## src/rtl/hssl_link_handshake_pkg.sv

```systemverilog
// Shared constants for the HSSL link handshake: K-char fields, control words, FSM encoding.
package hssl_link_handshake_pkg;

    localparam logic [7:0]  K28_5        = 8'hBC;
    localparam logic [3:0]  CHARISK_K0   = 4'b0001;
    localparam logic [3:0]  CHARISK_DATA = 4'b0000;
    localparam logic [15:0] HS_TAG       = 16'h4853;
    localparam logic [15:0] ACK_TAG      = 16'h414B;
    localparam logic [31:0] IDLE_W       = {24'h00_0000, K28_5};

    typedef enum logic [1:0] {
        ST_WAIT_GT  = 2'd0,
        ST_SEND_HS  = 2'd1,
        ST_SEND_ACK = 2'd2,
        ST_LINKED   = 2'd3
    } state_e;

    typedef struct packed {
        logic [31:0] data;
        logic [3:0]  charisk;
    } gt_word_t;

    function automatic gt_word_t ctrl_word(input logic [15:0] tag, input logic [7:0] ver);
        gt_word_t w;
        w.data    = {tag, ver, K28_5};
        w.charisk = CHARISK_K0;
        return w;
    endfunction

endpackage

```

## src/rtl/hssl_link_handshake_if.sv

```systemverilog
// GT word path and user word path of the link stage; master is the link block.
interface hssl_link_handshake_if;
    logic [31:0] gt_tx_data_out;
    logic [3:0]  gt_tx_charisk_out;
    logic [31:0] gt_rx_data_in;
    logic [3:0]  gt_rx_charisk_in;
    logic [3:0]  gt_rx_disperr_in;
    logic [3:0]  gt_rx_encerr_in;
    logic [31:0] usr_tx_data_in;
    logic        usr_tx_vld_in;
    logic        usr_tx_rdy_out;
    logic [31:0] usr_rx_data_out;
    logic        usr_rx_vld_out;

    modport master (
        output gt_tx_data_out, gt_tx_charisk_out,
        input  gt_rx_data_in, gt_rx_charisk_in, gt_rx_disperr_in, gt_rx_encerr_in,
        input  usr_tx_data_in, usr_tx_vld_in,
        output usr_tx_rdy_out, usr_rx_data_out, usr_rx_vld_out
    );

    modport slave (
        input  gt_tx_data_out, gt_tx_charisk_out,
        output gt_rx_data_in, gt_rx_charisk_in, gt_rx_disperr_in, gt_rx_encerr_in,
        output usr_tx_data_in, usr_tx_vld_in,
        input  usr_tx_rdy_out, usr_rx_data_out, usr_rx_vld_out
    );
endinterface

```

## src/rtl/hssl_link_handshake_err_monitor.sv

```systemverilog
// Rx error monitor: windowed bad-word count with trip, plus saturating lifetime total.
module hssl_link_handshake_err_monitor #(
    parameter int ERR_WIN   = 256,
    parameter int ERR_LIMIT = 8
) (
    input  logic        clk_in,
    input  logic        reset_in,
    input  logic        active_in,
    input  logic        bad_in,
    output logic        trip_out,
    output logic [15:0] err_cnt_out
);
    localparam int WIN_W = $clog2(ERR_WIN);
    localparam int CNT_W = $clog2(ERR_LIMIT + 1);

    logic [WIN_W-1:0] win_cyc_q, win_cyc_d;
    logic [CNT_W-1:0] win_err_q, win_err_d, win_base, win_next;
    logic [15:0]      tot_q, tot_d;

    always_comb begin
        // Window position 0 starts a fresh count, including that cycle's word.
        win_base  = (win_cyc_q == '0) ? '0 : win_err_q;
        win_next  = win_base + CNT_W'(bad_in);
        trip_out  = active_in && bad_in && (win_next == CNT_W'(ERR_LIMIT));
        win_cyc_d = '0;
        win_err_d = '0;
        tot_d     = tot_q;
        if (active_in) begin
            win_cyc_d = (win_cyc_q == WIN_W'(ERR_WIN - 1)) ? '0 : win_cyc_q + WIN_W'(1);
            win_err_d = trip_out ? '0 : win_next;
            if (bad_in && tot_q != 16'hFFFF) tot_d = tot_q + 16'd1;
        end
    end

    always_ff @(posedge clk_in) begin
        if (reset_in) begin
            win_cyc_q <= '0;
            win_err_q <= '0;
            tot_q     <= '0;
        end else begin
            win_cyc_q <= win_cyc_d;
            win_err_q <= win_err_d;
            tot_q     <= tot_d;
        end
    end

    assign err_cnt_out = tot_q;
endmodule

```

## src/rtl/hssl_link_handshake.sv

```systemverilog
// HSSL link bring-up: HS/ACK handshake with the peer, then user word pass-through with K fill stripped.
module hssl_link_handshake
    import hssl_link_handshake_pkg::*;
#(
    parameter logic [7:0] HS_VERSION   = 8'h01,
    parameter int         HS_MATCH_CNT = 16,
    parameter int         HS_TIMEOUT   = 1024,
    parameter int         ERR_WIN      = 256,
    parameter int         ERR_LIMIT    = 8
) (
    input  logic                  clk_in,
    input  logic                  reset_in,
    input  logic                  gt_tx_reset_done_in,
    input  logic                  gt_rx_reset_done_in,
    hssl_link_handshake_if.master lnk,
    output logic                  handshake_complete_out,
    output logic                  version_mismatch_out,
    output logic [15:0]           rx_err_cnt_out
);
    localparam int       MATCH_W   = $clog2(HS_MATCH_CNT + 1);
    localparam int       TO_W      = $clog2(HS_TIMEOUT + 1);
    localparam gt_word_t IDLE_WORD = '{data: IDLE_W, charisk: CHARISK_K0};
    localparam gt_word_t HS_WORD   = ctrl_word(HS_TAG, HS_VERSION);
    localparam gt_word_t ACK_WORD  = ctrl_word(ACK_TAG, HS_VERSION);

    state_e             state_q, state_d;
    logic [MATCH_W-1:0] match_q, match_d, match_inc;
    logic [TO_W-1:0]    to_q, to_d, to_inc;
    gt_word_t           tx_q, tx_d;
    logic [31:0]        rxd_q, rxd_d;
    logic               mis_q, mis_d, rdy_q, rdy_d, hc_q, hc_d, rxv_q, rxv_d;
    logic               gt_ok, rx_good, rx_k0, rx_hs, rx_hs_badver, rx_ack, rx_data, trip;

    always_comb begin
        gt_ok        = gt_tx_reset_done_in && gt_rx_reset_done_in;
        rx_good      = (lnk.gt_rx_disperr_in == 4'b0) && (lnk.gt_rx_encerr_in == 4'b0);
        rx_k0        = rx_good && (lnk.gt_rx_charisk_in == CHARISK_K0);
        rx_hs        = rx_k0 && (lnk.gt_rx_data_in == HS_WORD.data);
        rx_ack       = rx_k0 && (lnk.gt_rx_data_in == ACK_WORD.data);
        rx_hs_badver = rx_k0 && (lnk.gt_rx_data_in[31:16] == HS_TAG)
                       && (lnk.gt_rx_data_in[7:0] == K28_5)
                       && (lnk.gt_rx_data_in[15:8] != HS_VERSION);
        rx_data      = rx_good && (lnk.gt_rx_charisk_in == CHARISK_DATA);
    end

    hssl_link_handshake_err_monitor #(
        .ERR_WIN   (ERR_WIN),
        .ERR_LIMIT (ERR_LIMIT)
    ) u_err_mon (
        .clk_in      (clk_in),
        .reset_in    (reset_in),
        .active_in   (state_q != ST_WAIT_GT),
        .bad_in      (!rx_good),
        .trip_out    (trip),
        .err_cnt_out (rx_err_cnt_out)
    );

    always_ff @(posedge clk_in) begin
        if (reset_in) begin
            state_q <= ST_WAIT_GT;
            match_q <= '0;
            to_q    <= '0;
            tx_q    <= IDLE_WORD;
            rxd_q   <= '0;
            mis_q   <= 1'b0;
            rdy_q   <= 1'b0;
            hc_q    <= 1'b0;
            rxv_q   <= 1'b0;
        end else begin
            state_q <= state_d;
            match_q <= match_d;
            to_q    <= to_d;
            tx_q    <= tx_d;
            rxd_q   <= rxd_d;
            mis_q   <= mis_d;
            rdy_q   <= rdy_d;
            hc_q    <= hc_d;
            rxv_q   <= rxv_d;
        end
    end

    always_comb begin
        match_inc = match_q + MATCH_W'(1);
        to_inc    = to_q + TO_W'(1);
        state_d   = state_q;
        if (!gt_ok) begin
            state_d = ST_WAIT_GT;
        end else begin
            case (state_q)
                ST_WAIT_GT:  state_d = ST_SEND_HS;
                ST_SEND_HS:  if (rx_hs && match_inc == MATCH_W'(HS_MATCH_CNT)) state_d = ST_SEND_ACK;
                ST_SEND_ACK: begin
                    if (rx_ack || rx_data)                 state_d = ST_LINKED;
                    else if (to_inc == TO_W'(HS_TIMEOUT)) state_d = ST_SEND_HS;
                end
                ST_LINKED:   if (rx_hs || trip) state_d = ST_SEND_HS;
                default:     state_d = ST_WAIT_GT;
            endcase
        end
    end

    always_comb begin
        match_d = (state_q == ST_SEND_HS && state_d == ST_SEND_HS && rx_hs) ? match_inc : '0;
        to_d    = (state_q == ST_SEND_ACK && state_d == ST_SEND_ACK) ? to_inc : '0;
        mis_d   = mis_q || (gt_ok && state_q == ST_SEND_HS && rx_hs_badver);
        rdy_d   = (state_d == ST_LINKED);
        hc_d    = (state_d == ST_LINKED);
        rxv_d   = (state_q == ST_LINKED) && (state_d == ST_LINKED) && rx_data;
        rxd_d   = rxv_d ? lnk.gt_rx_data_in : rxd_q;
        case (state_d)
            ST_SEND_HS:  tx_d = HS_WORD;
            ST_SEND_ACK: tx_d = ACK_WORD;
            default:     tx_d = IDLE_WORD;
        endcase
        // A word accepted in the final LINKED cycle still goes out ahead of the control word.
        if (lnk.usr_tx_vld_in && rdy_q) tx_d = '{data: lnk.usr_tx_data_in, charisk: CHARISK_DATA};
    end

    assign lnk.gt_tx_data_out      = tx_q.data;
    assign lnk.gt_tx_charisk_out   = tx_q.charisk;
    assign lnk.usr_tx_rdy_out      = rdy_q;
    assign lnk.usr_rx_data_out     = rxd_q;
    assign lnk.usr_rx_vld_out      = rxv_q;
    assign handshake_complete_out  = hc_q;
    assign version_mismatch_out    = mis_q;
endmodule

```

## src/flat_wrapper.sv

```systemverilog
// flat-port wrapper written by rule: the top's interface ports become plain ports
module hssl_link_handshake_flat import hssl_link_handshake_pkg::*;
#(
    parameter logic [7:0] HS_VERSION   = 8'h01,
    parameter int         HS_MATCH_CNT = 16,
    parameter int         HS_TIMEOUT   = 1024,
    parameter int         ERR_WIN      = 256,
    parameter int         ERR_LIMIT    = 8
)
  (clk_in, reset_in, gt_tx_reset_done_in, gt_rx_reset_done_in, handshake_complete_out, version_mismatch_out, rx_err_cnt_out, lnk_gt_tx_data_out, lnk_gt_tx_charisk_out, lnk_gt_rx_data_in, lnk_gt_rx_charisk_in, lnk_gt_rx_disperr_in, lnk_gt_rx_encerr_in, lnk_usr_tx_data_in, lnk_usr_tx_vld_in, lnk_usr_tx_rdy_out, lnk_usr_rx_data_out, lnk_usr_rx_vld_out);
  hssl_link_handshake_if lnk_i ();
  input  logic clk_in;
  input  logic reset_in;
  input  logic gt_tx_reset_done_in;
  input  logic gt_rx_reset_done_in;
  output logic handshake_complete_out;
  output logic version_mismatch_out;
  output logic [15:0] rx_err_cnt_out;
  output wire logic [$bits(lnk_i.gt_tx_data_out)-1:0] lnk_gt_tx_data_out;
  output wire logic [$bits(lnk_i.gt_tx_charisk_out)-1:0] lnk_gt_tx_charisk_out;
  input wire logic [$bits(lnk_i.gt_rx_data_in)-1:0] lnk_gt_rx_data_in;
  input wire logic [$bits(lnk_i.gt_rx_charisk_in)-1:0] lnk_gt_rx_charisk_in;
  input wire logic [$bits(lnk_i.gt_rx_disperr_in)-1:0] lnk_gt_rx_disperr_in;
  input wire logic [$bits(lnk_i.gt_rx_encerr_in)-1:0] lnk_gt_rx_encerr_in;
  input wire logic [$bits(lnk_i.usr_tx_data_in)-1:0] lnk_usr_tx_data_in;
  input wire logic [$bits(lnk_i.usr_tx_vld_in)-1:0] lnk_usr_tx_vld_in;
  output wire logic [$bits(lnk_i.usr_tx_rdy_out)-1:0] lnk_usr_tx_rdy_out;
  output wire logic [$bits(lnk_i.usr_rx_data_out)-1:0] lnk_usr_rx_data_out;
  output wire logic [$bits(lnk_i.usr_rx_vld_out)-1:0] lnk_usr_rx_vld_out;
  assign lnk_gt_tx_data_out = lnk_i.gt_tx_data_out;
  assign lnk_gt_tx_charisk_out = lnk_i.gt_tx_charisk_out;
  assign lnk_i.gt_rx_data_in = lnk_gt_rx_data_in;
  assign lnk_i.gt_rx_charisk_in = lnk_gt_rx_charisk_in;
  assign lnk_i.gt_rx_disperr_in = lnk_gt_rx_disperr_in;
  assign lnk_i.gt_rx_encerr_in = lnk_gt_rx_encerr_in;
  assign lnk_i.usr_tx_data_in = lnk_usr_tx_data_in;
  assign lnk_i.usr_tx_vld_in = lnk_usr_tx_vld_in;
  assign lnk_usr_tx_rdy_out = lnk_i.usr_tx_rdy_out;
  assign lnk_usr_rx_data_out = lnk_i.usr_rx_data_out;
  assign lnk_usr_rx_vld_out = lnk_i.usr_rx_vld_out;
  hssl_link_handshake #(.HS_VERSION(HS_VERSION), .HS_MATCH_CNT(HS_MATCH_CNT), .HS_TIMEOUT(HS_TIMEOUT), .ERR_WIN(ERR_WIN), .ERR_LIMIT(ERR_LIMIT)) u_core (.clk_in(clk_in), .reset_in(reset_in), .gt_tx_reset_done_in(gt_tx_reset_done_in), .gt_rx_reset_done_in(gt_rx_reset_done_in), .lnk(lnk_i), .handshake_complete_out(handshake_complete_out), .version_mismatch_out(version_mismatch_out), .rx_err_cnt_out(rx_err_cnt_out));
endmodule
```

## config.mk

```make
export PLATFORM = sky130hd
export DESIGN_NAME = hssl_link_handshake_flat
export DESIGN_NICKNAME = d
export VERILOG_FILES = /design/src/rtl/hssl_link_handshake_pkg.sv /design/src/rtl/hssl_link_handshake_if.sv /design/src/rtl/hssl_link_handshake_err_monitor.sv /design/src/rtl/hssl_link_handshake.sv /design/src/flat_wrapper.sv
export SDC_FILE = /design/constraint.sdc
export NUM_CORES = 1
export LEC_CHECK = 0
export CAP_MARGIN = 30
export CORE_UTILIZATION = 40
export DETAILED_ROUTE_END_ITERATION = 8
export GPL_ROUTABILITY_DRIVEN = 1
export PLACE_DENSITY = 0.8
export RECOVER_POWER = 50
export SLEW_MARGIN = 20
export SYNTH_ARGS = -nofsm -noshare
export SYNTH_HDL_FRONTEND = slang
export SYNTH_SLANG_ARGS = --single-unit
export TNS_END_PERCENT = 1
```

## constraint.sdc

```tcl
create_clock -name clk_in -period 4 [get_ports clk_in]
set_clock_uncertainty 0.15 [all_clocks]
set_input_delay 0.6 -clock clk_in [delete_from_list [all_inputs] [get_ports clk_in]]
set_output_delay 0.6 -clock clk_in [all_outputs]
set_load 0.03 [all_outputs]
```

==> qor.csv, run 1 <==
metric,value,unit
non-filler instance count after layout,859,
status,"finished, violations left",
worst r2r src,u_core.u_err_mon.win_cyc_q[6]$_SDFF_PP0_,
total number of vias,4492,
Pleak,2.83,nW
relative slew slack,59.4,%
placed cell area,6490,um2
WL per Instance,15.4,um
clock latency at the later pin of the worst-skew pair,0.40,ns
Synth Cell Area,4650,um2
pwr dens,383,nW/um2
hpwl dp,8880,um
row cnt,39,
crit path launch type,primary input,
Initial Utilization,40.9,%
Vias/cell,5.23,
Routed WL,13200,um
final instance area,7320,um2
Syn-to-layout area delta,57.5,%
clk sinks,114,
minimum clock period,4.01,ns
share of cells above drive strength 1,13.3,%
I/O pin count,169,
largest net degree at the start of global routing,43,
period utilisation layout,100,%
antenna cells,0,
WS Path Type,in -> reg,
Clk pwr share,53.7,%
Hold EP,u_core.lnk.usr_rx_data_out[5]$_SDFFE_PP0P_,
Post-Syn Area per Cell,8.86,um2
Slew @ Worst Pin,0.609,ns
drt first pass iters,5,
Worst EP required,4.17,ns
DR iter-0 viols,239,
post-placement cell count,818,
peak supply drop,236,uV
Max Buffers Root-to-Sink,2,
Die Y,110,um
# setup viols final,1,
asr flop ratio synth,0,%
Main synth FF type,dfxtp_1,
fmax,250,MHz
post-synth top area share,49.1,%
core area,11400,um2
root buf cell,clkbuf_16,
die width,110,um
# Max-Cap Violations,0,
Int Power,0.00221,W
fin nets,797,
net switching power,0.000598,W
failing checks,negative setup slack,
grt ovf,0,
reg-to-reg setup timing slack,0.07,ns
clk slew on worst S/H paths,0.06,ns
CTS H-tree lvls,4,
Hold Startpoint,u_core.lnk.usr_rx_data_out[5]$_SDFFE_PP0P_,
Yosys reg bits,114,
combinational share of power,5.4,%
final setup margin,-0.00769,ns
Sequential Power Share,40.8,%
"Seq/Total Area, Yosys",49.1,%
Hold Fails Final Rpt,0,
first-pass GRT wire length,19600,um
clock buffer count from CTS,17,
leading area contributor after synthesis,dfxtp_1,
post-synth cell types,57,
"most common cell after layout, fill and taps aside",dfxtp_1,
Port Buffers,165,
Die ar.,12100,um2
Residual DRC,0,
WP data arrival,4.17,ns
TritonCTS clock tree,yes,
All-Layer GR Usage,21.0,%
"antenna viol nets, final",0,
Synth area leaders,"dfxtp_1 (49%), nand2_1 (7.0%), a21oi_1 (4.9%)",
worst-path fanout max,8,
initial antenna violation count,0,
capturing element type of the critical path,register,
Critical R2R Capture,u_core.lnk.usr_rx_data_out[18]$_SDFFE_PP0P_,
switching portion of total power,21.3,%
vias in the first global route,4314,
Slew Limit Fails,0,
Synth Warn #,0,
hold path depth,2,
Post-synth EDFFs,0,
gp weighted congestion,0.841,
Hold Crit Class,reg -> reg,
Syn Inst Count,525,
beginning of the critical path,lnk_gt_rx_disperr_in[0],
highest-count cells in the layout ignoring fill and taps,"dfxtp_1 (114), clkdlybuf4s50_1 (97), nand2_1 (80), dlygate4sd3_1 (59), nor2_1 (52)",
Worst R2R Path Depth,17,
[kinds of logic (layout without fill, tap and decap cells)]
kind of cell	Yosys count	in the layout	synth area share, %
flops	114	114	49.1
other cells	1	3	0.0806
mux	2	2	0.430
simple gates	262	263	28.8
fa+ha+maj	13	13	3.50
buf+inv	34	222	3.42
xor+xnor	33	33	6.21
compound gates	66	66	8.47
[synthesized netlist by cell type, drive strengths merged, types with 2 or more instances]
library cell    n
a21oi          46
a31o            2
and2           26
and2b           2
and3            9
and4            2
buf            10
clkbuf         16
dfxtp         114
ha             13
inv             8
mux2i           2
nand2          87
nand2b          4
nand3          29
nand3b          2
nand4           8
nor2           53
nor2b           2
nor3            6
nor3b           2
nor4            8
nor4b           2
o211a           2
o21ai           6
o41ai           2
or3            11
or4             4
xnor2          13
xor2           20
[layout make-up]
cell class | instances | area [um2]
Clock buffer | 19 | 433
Inverter | 8 | 32.5
Tap cell | 143 | 179
Multi-Input combinational cell | 380 | 2380
Sequential cell | 114 | 2280
Fill cell | 923 | 4050
Clock inverter | 13 | 161
Timing Repair Buffer | 182 | 1850
[flip-flops by register name, indices dropped and copies added (netlist names)]
name / count
u_core.lnk.gt_tx_data_out: 32
u_core.lnk.usr_rx_data_out: 32
u_core.u_err_mon.err_cnt_out: 16
u_core.to_q: 11
u_core.u_err_mon.win_cyc_q: 8
u_core.match_q: 5
u_core.u_err_mon.win_err_q: 4
u_core.state_q: 2
u_core.lnk.gt_tx_charisk_out: 1
u_core.lnk.usr_rx_vld_out: 1
u_core.lnk.usr_tx_rdy_out: 1
u_core.version_mismatch_out: 1
[critical path: stages]
cell and delay (ns):
clkdlybuf4s15_1 0.19, or4_4 0.56, nor2_8 0.14, inv_4 0.04
ha_4 0.16, ha_4 0.16, xor2_1 0.14, or3_4 0.41
o41ai_4 0.28, a21oi_1 0.06, nand3b_1 0.24, o211a_1 0.17
ha_2 0.19, and3_4 0.20, nand3_4 0.15, clkbuf_16 0.21
nand2_1 0.09, a21oi_1 0.17
[repair_timing]
item                                    CTS  global route
hold endpoints to repair                  0             0
gates resized for setup                  10            32
endpoints found under the setup margin   35            55
pin swaps                                11            21
buffers inserted                          2             2
hold buffers                              0             0
gates cloned                              3             1
[stage by stage]
stage	worst slack (ns)	setup TNS (ns)	util [%]	hold WS, ns	power [W]
4_1_cts	0.00589	0	63.1	0.299	0.00282
3_5_place_dp	-0.548	-23.67	57.1	0.292	0.00132
6_report	-0.00769	-0.00769	64.4	0.304	0.00281
3_3_place_gp	-0.421	-17.37	57.1	0.269	0.00132
2_1_floorplan	-0.0464	-1.39	-	0.263	0.00122
5_1_grt	-0.124	-0.156	64.4	0.315	0.00289
[worst max path at each step]
stage                                                        endpoint  slack (ns)
final                     u_core.lnk.usr_rx_data_out[18]$_SDFFE_PP0P_      -0.008
after global routing      u_core.lnk.usr_rx_data_out[18]$_SDFFE_PP0P_       -0.12
after CTS                 u_core.lnk.usr_rx_data_out[19]$_SDFFE_PP0P_       0.006
after detailed placement  u_core.lnk.usr_rx_data_out[27]$_SDFFE_PP0P_       -0.55
after global placement    u_core.lnk.usr_rx_data_out[27]$_SDFFE_PP0P_       -0.42
after floorplan           u_core.lnk.usr_rx_data_out[10]$_SDFFE_PP0P_       -0.05
[power groups by stage]
stage	Sequential [W]	Clock (W)	Combinational [W]
2_1_floorplan	0.00118	0	0.0000400
3_3_place_gp	0.00117	0	0.000149
3_5_place_dp	0.00117	0	0.000151
4_1_cts	0.00115	0.00153	0.000151
5_1_grt	0.00115	0.00159	0.000162
6_report	0.00115	0.00151	0.000152
[metal layers]
metal,up-vias,GRT usage (%),routed length (um),part of all wire [%]
li1,2132,-,-,-
met1,2088,23.7,5380,41
met2,238,36.3,6390,48
met3,34,5.81,1150,8.7
met5,-,0,0,0
met4,0,10.1,311,2.4
Note: power is estimated with default switching activity, not from simulation.
==> run 2: changes to the inputs <==
- MAX_ROUTING_LAYER: not set -> met4
==> run 2 against run 1 <==
The flow still finishes with violations (negative setup slack); clock power about the same; critical path depth unchanged; setup slack better by 0.0052 ns; critical path type unchanged; critical endpoint unchanged; highest routed layer unchanged.
==> qor.csv, run 2 (synthesized netlist as in run 1, its figures left out) <==
metric,value,unit,change
status,"finished, violations left",,unchanged
failing checks,negative setup slack,,unchanged
gp weighted congestion,0.854,,was 0.841
hold path depth,2,,unchanged
initial antenna violation count,0,,unchanged
All-Layer GR Usage,21.6,%,was 21.0%
CTS H-tree lvls,4,,unchanged
Hold Fails Final Rpt,0,,unchanged
root buf cell,clkbuf_16,,unchanged
relative slew slack,16.5,%,was 59.4%
placed cell area,6490,um2,unchanged
Max Buffers Root-to-Sink,2,,unchanged
Syn-to-layout area delta,57.3,%,was 57.5%
die width,110,um,unchanged
Routed WL,13300,um,was 13200 um
"most common cell after layout, fill and taps aside",dfxtp_1,,unchanged
I/O pin count,169,,unchanged
CP cell instances,"clkdlybuf4s15_1, or4_4, nor2_8, inv_4, ha_4, ha_4, xor2_1, or3_4, o41ai_4, a21oi_1, nand3b_1, o211a_1, ha_2, and3_4, nand3_4, clkbuf_16, nand2_1, a21oi_1",,unchanged
grt ovf,0,,unchanged
pwr dens,384,nW/um2,was 383 nW/um2
combinational share of power,5.4,%,about the same
Die ar.,12100,um2,unchanged
Setup TNS Final,-0.00247,ns,was -0.00769 ns
worst-path fanout max,8,,unchanged
Pleak,2.84,nW,was 2.83 nW
highest-count cells in the layout ignoring fill and taps,"dfxtp_1 (114), clkdlybuf4s50_1 (95), nand2_1 (80), dlygate4sd3_1 (61), nor2_1 (52)",,"was dfxtp_1 (114), clkdlybuf4s50_1 (97), nand2_1 (80), dlygate4sd3_1 (59), nor2_1 (52)"
WS Path Type,in -> reg,,unchanged
fmax,250,MHz,about the same
Worst R2R Path Depth,17,,unchanged
clk sinks,114,,unchanged
minimum clock period,4.00,ns,was 4.01 ns
clk slew on worst S/H paths,0.06,ns,about the same
final instance area,7320,um2,about the same
TritonCTS clock tree,yes,,unchanged
Post-CTS Hold Fix Bufs,0,,unchanged
crit path launch type,primary input,,unchanged
antenna cells,0,,unchanged
Fin Hold WS,0.298,ns,was 0.304 ns
clock latency at the later pin of the worst-skew pair,0.40,ns,about the same
period utilisation layout,100,%,about the same
Worst EP required,4.17,ns,about the same
"antenna viol nets, final",0,,unchanged
share of cells above drive strength 1,13.3,%,unchanged
Filler cells,923,,unchanged
largest net degree at the start of global routing,43,,unchanged
row cnt,39,,unchanged
post-placement cell count,818,,unchanged
fin nets,797,,unchanged
peak supply drop,236,uV,about the same
Sequential Power Share,40.8,%,about the same
final setup margin,-0.00247,ns,was -0.00769 ns
total number of vias,4495,,was 4492
# setup viols final,1,,unchanged
crit-path max cell delay,0.58,ns,was 0.56 ns
Int Power,0.00221,W,about the same
hpwl dp,8880,um,unchanged
WL per Instance,15.4,um,about the same
Critical-path top delay cell,or4_4,,unchanged
Clk pwr share,53.8,%,was 53.7%
vias in the first global route,4328,,was 4314
DR iter-0 viols,295,,was 239
first-pass GRT wire length,19500,um,was 19600 um
# Max-Cap Violations,0,,unchanged
net switching power,0.000600,W,was 0.000598 W
Port Buffers,165,,unchanged
capturing element type of the critical path,register,,unchanged
drt first pass iters,5,,unchanged
Hold Crit Class,reg -> reg,,unchanged
Die Y,110,um,unchanged
switching portion of total power,21.4,%,was 21.3%
Initial Utilization,40.9,%,unchanged
Vias/cell,5.23,,about the same
Slew @ Worst Pin,1.25,ns,was 0.609 ns
clock buffer count from CTS,17,,unchanged
non-filler instance count after layout,859,,unchanged
WP data arrival,4.17,ns,about the same
Slew Limit Fails,0,,unchanged
core area,11400,um2,unchanged
Residual DRC,0,,unchanged
[run 2: power groups by stage]
stage / Combinational, W / Clock (W) / Sequential, W
CTS: 0.000151 / 0.00153 / 0.00115
finish: 0.000152 / 0.00151 / 0.00115
global placement: 0.000149 / 0 / 0.00117
detailed placement: 0.000151 / 0 / 0.00117
global route: 0.000161 / 0.00159 / 0.00115
floorplan: 0.0000400 / 0 / 0.00118
[run 2: what timing repair did]
action | CTS | global route
setup buffers | 2 | 2
pin swaps | 11 | 22
cloned | 3 | 1
gates resized for setup | 10 | 33
endpoints found under the setup margin | 35 | 55
[run 2: worst max-delay path, delay by kind of cell]
kind	cells	cell delay (ns)
AOI/OAI and AO/OA	4	0.69
xor gates and xnor gates	1	0.14
adders and majority gates	3	0.52
and+or+nand+nor	7	1.78
buffers and inverters	3	0.43
[run 2: layout make-up]
cell class	instances	area, um2	area share [%]
Inverter	8	32.5	0.445
Sequential cell	114	2280	31.2
Clock inverter	13	161	2.21
Multi-Input combinational cell	380	2380	32.6
Timing Repair Buffer	182	1850	25.3
Clock buffer	19	433	5.92
Tap cell	143	179	2.44
[run 2: path summary, 6_finish.rpt]
check | start | to | slack (ns)
min | u_core.lnk.usr_rx_data_out[3]$_SDFFE_PP0P_ | u_core.lnk.usr_rx_data_out[3]$_SDFFE_PP0P_ | 0.30
min reg2reg | u_core.lnk.usr_rx_data_out[3]$_SDFFE_PP0P_ | u_core.lnk.usr_rx_data_out[3]$_SDFFE_PP0P_ | 0.30
max reg2reg | u_core.u_err_mon.win_cyc_q[6]$_SDFF_PP0_ | u_core.lnk.usr_rx_data_out[18]$_SDFFE_PP0P_ | 0.05
max | lnk_gt_rx_encerr_in[2] | u_core.lnk.usr_rx_data_out[18]$_SDFFE_PP0P_ | -0.002
[run 2: stage by stage]
step	worst slack [ns]	power, W	util, %
floorplan	-0.0464	0.00122	-
global placement	-0.421	0.00132	57.1
detailed placement	-0.548	0.00132	57.1
CTS	0.00589	0.00282	63.1
global route	-0.116	0.00289	64.4
finish	-0.00247	0.00281	64.4
[run 2: metal layers]
metal	global-route usage (%)	vias up	wire, um	part of all wire (%)
met4	9.52	0	249	1.9
met2	36.4	225	6440	49
met5	-	-	0	0
met3	5.28	34	1090	8.2
li1	-	2137	-	-
met1	24.0	2099	5480	41
